**config.mk**
```make
export PLATFORM = sky130hd
export DESIGN_NAME = fir_tf_stream
export DESIGN_NICKNAME = d
export VERILOG_FILES = /design/src/rtl/fir_pkg.sv /design/src/rtl/fir_tf_tap.sv /design/src/rtl/fir_tf_stream.sv
export SDC_FILE = /design/constraint.sdc
export NUM_CORES = 2
export LEC_CHECK = 0
export ABC_AREA = 1
export CELL_PAD_IN_SITES_DETAIL_PLACEMENT = 2
export CELL_PAD_IN_SITES_GLOBAL_PLACEMENT = 2
export CORE_MARGIN = 3
export CORE_UTILIZATION = 30
export CTS_BUF_LIST = sky130_fd_sc_hd__clkbuf_8
export CTS_CLUSTER_DIAMETER = 120
export CTS_CLUSTER_SIZE = 24
export DETAILED_ROUTE_END_ITERATION = 7
export GPL_TIMING_DRIVEN = 1
export PLACE_DENSITY = 0.63
export SETUP_SLACK_MARGIN = 0.4
export SYNTH_ARGS = -nofsm -noshare
export SYNTH_HDL_FRONTEND = slang
export SYNTH_SLANG_ARGS = --single-unit
export TNS_END_PERCENT = 10
```
**constraint.sdc**
```tcl
create_clock -name clk -period 5.3 [get_ports clk]
set_clock_uncertainty 0.15 [all_clocks]
set_input_delay 1.06 -clock clk [delete_from_list [all_inputs] [get_ports clk]]
set_output_delay 1.06 -clock clk [all_outputs]
set_load 0.03 [all_outputs]
```
**src/rtl/fir_pkg.sv**
```systemverilog
// Shared helpers for the transposed-form FIR: address sizing and the
// output round/saturate stage, evaluated in a wide signed domain.
package fir_pkg;

  localparam int WIDE_W = 64;

  typedef logic signed [WIDE_W-1:0] wide_t;

  typedef struct packed {
    logic  sat;
    wide_t y;
  } sat_res_t;

  function automatic int clog2(input int n);
    int r;
    r = 0;
    for (int i = 0; i < 31; i++) begin
      if ((1 << i) < n) r = i + 1;
    end
    return (r < 1) ? 1 : r;
  endfunction

  // Round half up by adding half an LSB before the arithmetic shift, then
  // clamp to the signed yw-bit range.
  function automatic sat_res_t sat_round(input wide_t acc, input int shift, input int yw);
    wide_t    r;
    wide_t    hi;
    wide_t    lo;
    sat_res_t res;
    r = acc;
    if (shift > 0) r = (acc + (wide_t'(1) <<< (shift - 1))) >>> shift;
    hi = (wide_t'(1) <<< (yw - 1)) - wide_t'(1);
    lo = -(wide_t'(1) <<< (yw - 1));
    res.sat = 1'b0;
    res.y   = r;
    if (r > hi) begin
      res.sat = 1'b1;
      res.y   = hi;
    end else if (r < lo) begin
      res.sat = 1'b1;
      res.y   = lo;
    end
    return res;
  endfunction

endpackage

```
**src/rtl/fir_tf_tap.sv**
```systemverilog
// One transposed-form FIR tap: coefficient register, multiplier, adder and
// an enabled accumulator register.
module fir_tf_tap #(
  parameter int XW = 8,
  parameter int CW = 8,
  parameter int AW = 19
) (
  input  logic                 clk,
  input  logic                 reset_n,
  input  logic                 clear,
  input  logic                 en,
  input  logic                 coef_we,
  input  logic signed [CW-1:0] coef_wdata,
  input  logic signed [XW-1:0] x_in,
  input  logic signed [AW-1:0] acc_in,
  output logic signed [AW-1:0] acc_out
);

  logic signed [CW-1:0]    coef;
  logic signed [XW+CW-1:0] prod;
  logic signed [AW-1:0]    sum;

  assign prod = (XW+CW)'(coef) * (XW+CW)'(x_in);
  assign sum  = acc_in + AW'(prod);

  // The product uses the coefficient held before any same-edge write.
  always_ff @(posedge clk or negedge reset_n) begin
    if (!reset_n) begin
      coef    <= '0;
      acc_out <= '0;
    end else begin
      if (coef_we) coef <= coef_wdata;
      if (clear)   acc_out <= '0;
      else if (en) acc_out <= sum;
    end
  end

endmodule

```
**src/rtl/fir_tf_stream.sv**
```systemverilog
// Coefficient-programmable transposed-form FIR with valid/ready streaming,
// rounded and saturated output, and stall-on-backpressure.
module fir_tf_stream
  import fir_pkg::*;
#(
  parameter int N_TAPS = 8,
  parameter int XW     = 8,
  parameter int CW     = 8,
  parameter int YW     = 16,
  parameter int SHIFT  = 0
) (
  input  logic                       clk,
  input  logic                       reset_n,
  input  logic                       clear,
  input  logic                       coef_we,
  input  logic [clog2(N_TAPS)-1:0]   coef_addr,
  input  logic signed [CW-1:0]       coef_wdata,
  input  logic                       in_valid,
  output logic                       in_ready,
  input  logic signed [XW-1:0]       x_in,
  output logic                       out_valid,
  input  logic                       out_ready,
  output logic signed [YW-1:0]       y_out,
  output logic                       sat_flag
);

  localparam int AW = XW + CW + clog2(N_TAPS);

  typedef logic signed [AW-1:0] acc_t;

  acc_t              acc [N_TAPS+1];
  logic [N_TAPS-1:0] tap_we;
  logic              fire;
  sat_res_t          res;
  logic              unused_hi;

  assign in_ready    = !clear && (!out_valid || out_ready);
  assign fire        = in_valid && in_ready;
  assign acc[N_TAPS] = '0;

  // acc[0] is tap 0's register: it holds acc[1] + c[0]*x of the last fire,
  // so it doubles as the pre-rounding output register and freezes on stall.
  for (genvar k = 0; k < N_TAPS; k++) begin : g_tap
    assign tap_we[k] = coef_we && (32'(coef_addr) == k);

    fir_tf_tap #(
      .XW (XW),
      .CW (CW),
      .AW (AW)
    ) u_tap (
      .clk        (clk),
      .reset_n    (reset_n),
      .clear      (clear),
      .en         (fire),
      .coef_we    (tap_we[k]),
      .coef_wdata (coef_wdata),
      .x_in       (x_in),
      .acc_in     (acc[k+1]),
      .acc_out    (acc[k])
    );
  end

  always_ff @(posedge clk or negedge reset_n) begin
    if (!reset_n)       out_valid <= 1'b0;
    else if (clear)     out_valid <= 1'b0;
    else if (fire)      out_valid <= 1'b1;
    else if (out_ready) out_valid <= 1'b0;
  end

  always_comb res = sat_round(wide_t'(acc[0]), SHIFT, YW);

  assign y_out     = res.y[YW-1:0];
  assign sat_flag  = res.sat;
  assign unused_hi = ^res.y[WIDE_W-1:YW];

endmodule

```
== Yosys cells after proc, flatten, opt, wreduce, memory -nomap -nowiden ==
Index checks and enable logic that the tools add are counted.

* Bits in registers: 217
* Bits of input ports: 25
* Output and inout bits: 19

* Add/subtract/negate cells: 7
* Multipliers: 8
* $lt $le $gt $ge: 2
* Equality and inequality tests: 7
* Mux-type cells: 21
* Reductions and logical operators: 16

{| class="wikitable"
|+ Operators with widths
! cell !! count
|-
| $mux W19 || 16
|-
| $add A19 B16 Y19 || 7
|-
| $mux W65 || 2
|-
| $mul A8 B8 Y16 || 8
|-
| $gt A19 B16 Y1 const B || 1
|-
| $lt A19 B16 Y1 const B || 1
|-
| $eq A3 B3 Y1 const B || 4
|-
| $logic_and A1 B1 Y1 || 10
|-
| $eq A3 B2 Y1 const B || 2
|-
| $eq A3 B1 Y1 const B || 1
|-
| $logic_not A3 Y1 || 1
|-
| $mux W1 || 3
|-
| $reduce_bool A3 Y1 || 1
|-
| $logic_not A1 Y1 || 2
|-
| $reduce_bool A2 Y1 || 1
|-
| $logic_or A1 B1 Y1 || 1
|}

== Logic depth before layout (Yosys ltp) ==
* Depth after elaboration: 6
* Mapped depth: 24
* Depth with buffers taken out: 22

== Modules after synthesis ==
Synthesis repeated with hierarchy kept, for this count alone.

* Cell total of the unflattened synthesis: 4575
* Area, all modules: 37639.8 um^2

{| class="wikitable"
|+ By module, submodules not included
! module !! times used !! cells each !! area an instance (um^2)
|-
| fir_tf_tap at g_tap[2].u_tap ... || 4 || 566 || 4697.0
|-
| fir_tf_tap at g_tap[0].u_tap ... || 2 || 561 || 4633.2
|-
| fir_tf_tap at g_tap[7].u_tap || 1 || 564 || 4645.7
|-
| fir_tf_tap at g_tap[6].u_tap || 1 || 559 || 4642.0
|-
| fir_tf_stream || 1 || 66 || 297.8
|}

== Worst setup path before layout ==
No wires, ideal clock.

* Kind: input-to-reg
* Start point: input x_in[0]
* End point: register g_tap[6].u_tap.acc_out[18]
* Setup time: 0.118 ns
* Arrival: 5.412 ns
* Setup slack: -0.380 ns
* Stages on the path: 20
* Path through: clkbuf_1 buf_1 nand2_1 inv_1 fa_1 inv_1 fa_1 fa_1 inv_1 fa_1 ha_1 ha_1 nand2_1 nor2_1 nor3b_1 nand2_1 nand2_1 nand2_1 nand3_1 nand2_1

* Cells in the longest elaborated chain, start to end: 4

{| class="wikitable"
|+ Ends and longest elaborated chain
! item !! RTL line !! RTL
|-
| start, declared || fir_tf_stream.sv:20 || <nowiki>input logic signed [XW-1:0] x_in,</nowiki>
|-
| $mul A8 B8 Y16 || fir_tf_tap.sv:23 || <nowiki>assign prod = (XW+CW)'(coef) * (XW+CW)'(x_in);</nowiki>
|-
| $add A19 B16 Y19 || fir_tf_tap.sv:24 || <nowiki>assign sum = acc_in + AW'(prod);</nowiki>
|-
| $mux W19 || fir_tf_tap.sv:34 || <nowiki>else if (en) acc_out <= sum;</nowiki>
|-
| $mux W19 || fir_tf_tap.sv:33 || <nowiki>if (clear) acc_out <= '0;</nowiki>
|-
| end signal, assigned || fir_tf_tap.sv:34 ||
|-
| end, declared || fir_tf_tap.sv:16 || <nowiki>output logic signed [AW-1:0] acc_out</nowiki>
|}

Every way passes these cells. The select of a mux whose other input is x is not followed.
A chain may end at the register's enable or synchronous reset.

== Final worst setup path ==
* Start point: input x_in[0]
* End point: register g_tap[3].u_tap.acc_out[14]

* Cells in the longest elaborated chain, start to end: 4

{| class="wikitable"
|+ Ends and longest elaborated chain
! item !! RTL line
|-
| $mul A8 B8 Y16 || fir_tf_tap.sv:23
|-
| $add A19 B16 Y19 || fir_tf_tap.sv:24
|-
| $mux W19 || fir_tf_tap.sv:34
|-
| $mux W19 || fir_tf_tap.sv:33
|-
| end signal, assigned || fir_tf_tap.sv:34
|-
| end, declared || fir_tf_tap.sv:16
|}

Every way passes these cells. The select of a mux whose other input is x is not followed.

==> flow_metrics.tcl <==
set metrics [dict create \
    grt_pass1_wl_um 185000 \
    crit_buf_inv 6 \
    synth.yosys.seq_area_share 0.150 \
    hold_violations 0 \
    final_util 0.373 \
    io-pin-count 44 \
    placed_area_mm2 0.0417 \
    synth_compound_area_frac 0.0561 \
    cts.sinks 214 \
    end_kind "flip-flop" \
    cts_root_buf "clkbuf_8" \
    critPathArrivalTime_ps 5390 \
    synthSimpleGateAreaFrac 0.171 \
    synthesis.nets 5478 \
    cp_max_fo 9 \
    status "finished, final reports clean" \
    wl_um 114000 \
    required_ps 5770 \
    drive_above_1_share 0.154 \
    grtUsageTotal 0.188 \
    drt_first_pass_iters 5 \
    drc 0 \
    fmax_ghz 0.203 \
    cts_tree "yes" \
    wl_met3_um 1930 \
    synth_area_per_cell_um2 7.97 \
    grt_start_max_net_pins 91 \
    grt_pass1_vias 33300 \
    dp_hpwl_um 89100 \
    layout.cells.most_common "inv_1" \
    maxCapViolCount 0 \
    hp-class "in2async" \
    cp-start-kind "primary input" \
    synth_top_family_by_area "adder cells" \
    tightestPinTransition_ps 1130 \
    cts.htree.levels 1 \
    area_delta_synth_final_pct 22.3 \
    synth-seq-cells 214 \
    die_h_um 351 \
    dieArea_mm2 0.123 \
    wire_per_inst_um 18.1 \
    fill_cells 13100 \
    synth_fa_ha_area_frac 0.475 \
    highest-signal-layer "met5" \
    worstSetupStartpoint "x_in[0]" \
    drtIter0Drc 916 \
    synth-xor-area-share 0.00588 \
    cp_slowest_stage_delay_ps 590 \
    slew_violations 0 \
    yosysUniqueCellTypes 37 \
    viasPerCell 4.59 \
    holdBufCountCts 0 \
    syn-cell-area_mm2 0.0357 \
    nNetsFinal 5773 \
    slew_headroom 0.242 \
    die_x_um 351 \
    period_minus_slack_ps 4920 \
    final_antenna_net_count 0 \
    vias 29000 \
    ys_warn_count 0 \
    rsz0062_at_grt "yes" \
    cts_buffer_depth 3 \
    cts_buffers 21 \
    path_class "in2reg" \
    period_share 0.928 \
    numPortBuffers 43 \
    core-area_mm2 0.117 \
    clk_pin_slew_ps 120 \
    synthCells 4479 \
    crit_path_top_delay_cell "fa_1" \
    overflow 0 \
    wl_met2_um 56300 \
    tns_ps 0 \
    antenna_found_initial 4 \
    cp_top_family "adder cells" \
    rows 125 \
    final_cell_mix "inv_1 (1,151), nand2_1 (1,119), fa_1 (628)" \
    synth_mux_area_frac 0 \
    met1_length_um 54500 \
    gp_congestion 0.789 \
    clock_insertion_delay_worst_skew_ps 710 \
    design_area_mm2 0.0437 \
    cp_cell_sequence "buf_16 -> buf_12 -> buf_4 -> nand2_4 -> clkinvlp_4 -> buf_12 -> fa_1 -> fa_2 -> fa_1 -> fa_1 -> ha_4 -> ha_4 -> nand2_1 -> nor2_2 -> buf_4 -> a21oi_1 -> nand2_2 -> nand2_1 -> nand2_1 -> o21ai_2" \
    r2r_start "g_tap[6].u_tap.coef[7]" \
    setup_viol 0 \
    initial_core_util 0.305 \
]
==> state kept, by name (all words and copies together) (netlist names) <==
| register | cells |
|---|---|
| g_tap.u_tap.acc_out | 149 |
| g_tap.u_tap.coef | 64 |
| out_valid | 1 |
==> final timing paths <==
| path | to | slack [ps] | depth (start not counted) |
|---|---|---|---|
| setup / recovery | g_tap[3].u_tap.acc_out[14] | 380 | 20 |
| hold reg to reg | g_tap[0].u_tap.acc_out[13] | 360 | 2 |
| setup reg to reg | g_tap[6].u_tap.acc_out[17] | 520 | 20 |
| hold / removal | g_tap[0].u_tap.acc_out[18] | 200 | 1 |
| max in group asynchronous | g_tap[6].u_tap.coef[5] | 3590 | 2 |
| min in group clk | g_tap[0].u_tap.acc_out[13] | 360 | 2 |
==> what timing repair did <==
item | 4_1_cts | 5_1_grt
setup endpoints to repair | 82 | 78
buffers inserted | 11 | 12
pin swaps | 22 | 87
gates resized for setup | 35 | 185
cloned | 5 | 9
==> metal layers <==
| layer | global-route usage | vias to the layer above |
|---|---|---|
| li1 | - | 13700 |
| met1 | 0.261 | 15100 |
| met2 | 0.330 | 177 |
| met3 | 0.0131 | 60 |
| met4 | 0.0234 | 2 |
| met5 | 0 | - |
==> cell usage after synthesis, drive strengths merged <==
master,instances,share of area
fa,639,0.36
nand3,140,0.020
o32ai,1,0.00025
a22o,6,0.0015
a21boi,2,0.00042
clkbuf,121,0.013
xnor2,21,0.0051
o21ai,204,0.029
nand2,1171,0.12
nor3,2,0.00028
nor2,206,0.022
nand3b,8,0.0017
o21a,7,0.0015
clkinv,1,0.00010
and2,11,0.0019
xor2,3,0.00074
ha,335,0.12
nor3b,1,0.00021
a21oi,139,0.019
dfrtp,214,0.15
o31ai,5,0.0011
or2,8,0.0015
o22ai,11,0.0019
o21bai,4,0.00084
a21o,3,0.00063
nand4,4,0.00070
buf,40,0.0057
inv,1172,0.12
==> metrics by stage <==
stage               worst slack [ps]  std cells  hold slack (ps)
detailed placement              -839       6238              331
floorplan                       9.84       4479              298
finish                           380       6315              196
global route                     248       6315              254
CTS                              348       6292              247
global placement                -726       6238              320
==> area by class of cell <==
type | instances | area (um^2) | share of cell area
Multi-Input combinational cell | 2931 | 27300 | 0.624
Sequential cell | 214 | 5370 | 0.123
Inverter | 1173 | 4440 | 0.102
Timing Repair Buffer | 433 | 4130 | 0.0946
Tap cell | 1524 | 1910 | 0.0437
Clock buffer | 21 | 289 | 0.00662
Clock inverter | 17 | 279 | 0.00639
Antenna cell | 2 | 5.00 | 0.000115
==> cells by family (layout without fill, tap and decap cells) <==
logic type / after synthesis / in the layout
XOR/XNOR: 24 / 24
AO/OA/AOI/OAI: 382 / 382
buffers and inverters: 1334 / 1644
other: 0 / 2
adder cells (fa/ha/maj): 974 / 974
flip-flops: 214 / 214
AND/OR/NAND/NOR: 1551 / 1551
==> worst register-to-register path, delay by kind of cell (launching register included) <==
kind / cells / cell delay (ps)
AO/OA/AOI/OAI: 1 / 80
AND/OR/NAND/NOR: 8 / 820
buffers and inverters: 5 / 440
adder cells (fa/ha/maj): 6 / 2690
flip-flops: 1 / 520
Power is left out: the tool's default activity adds up to more than one toggle a clock period on the data nets, which glitch-free logic cannot reach.
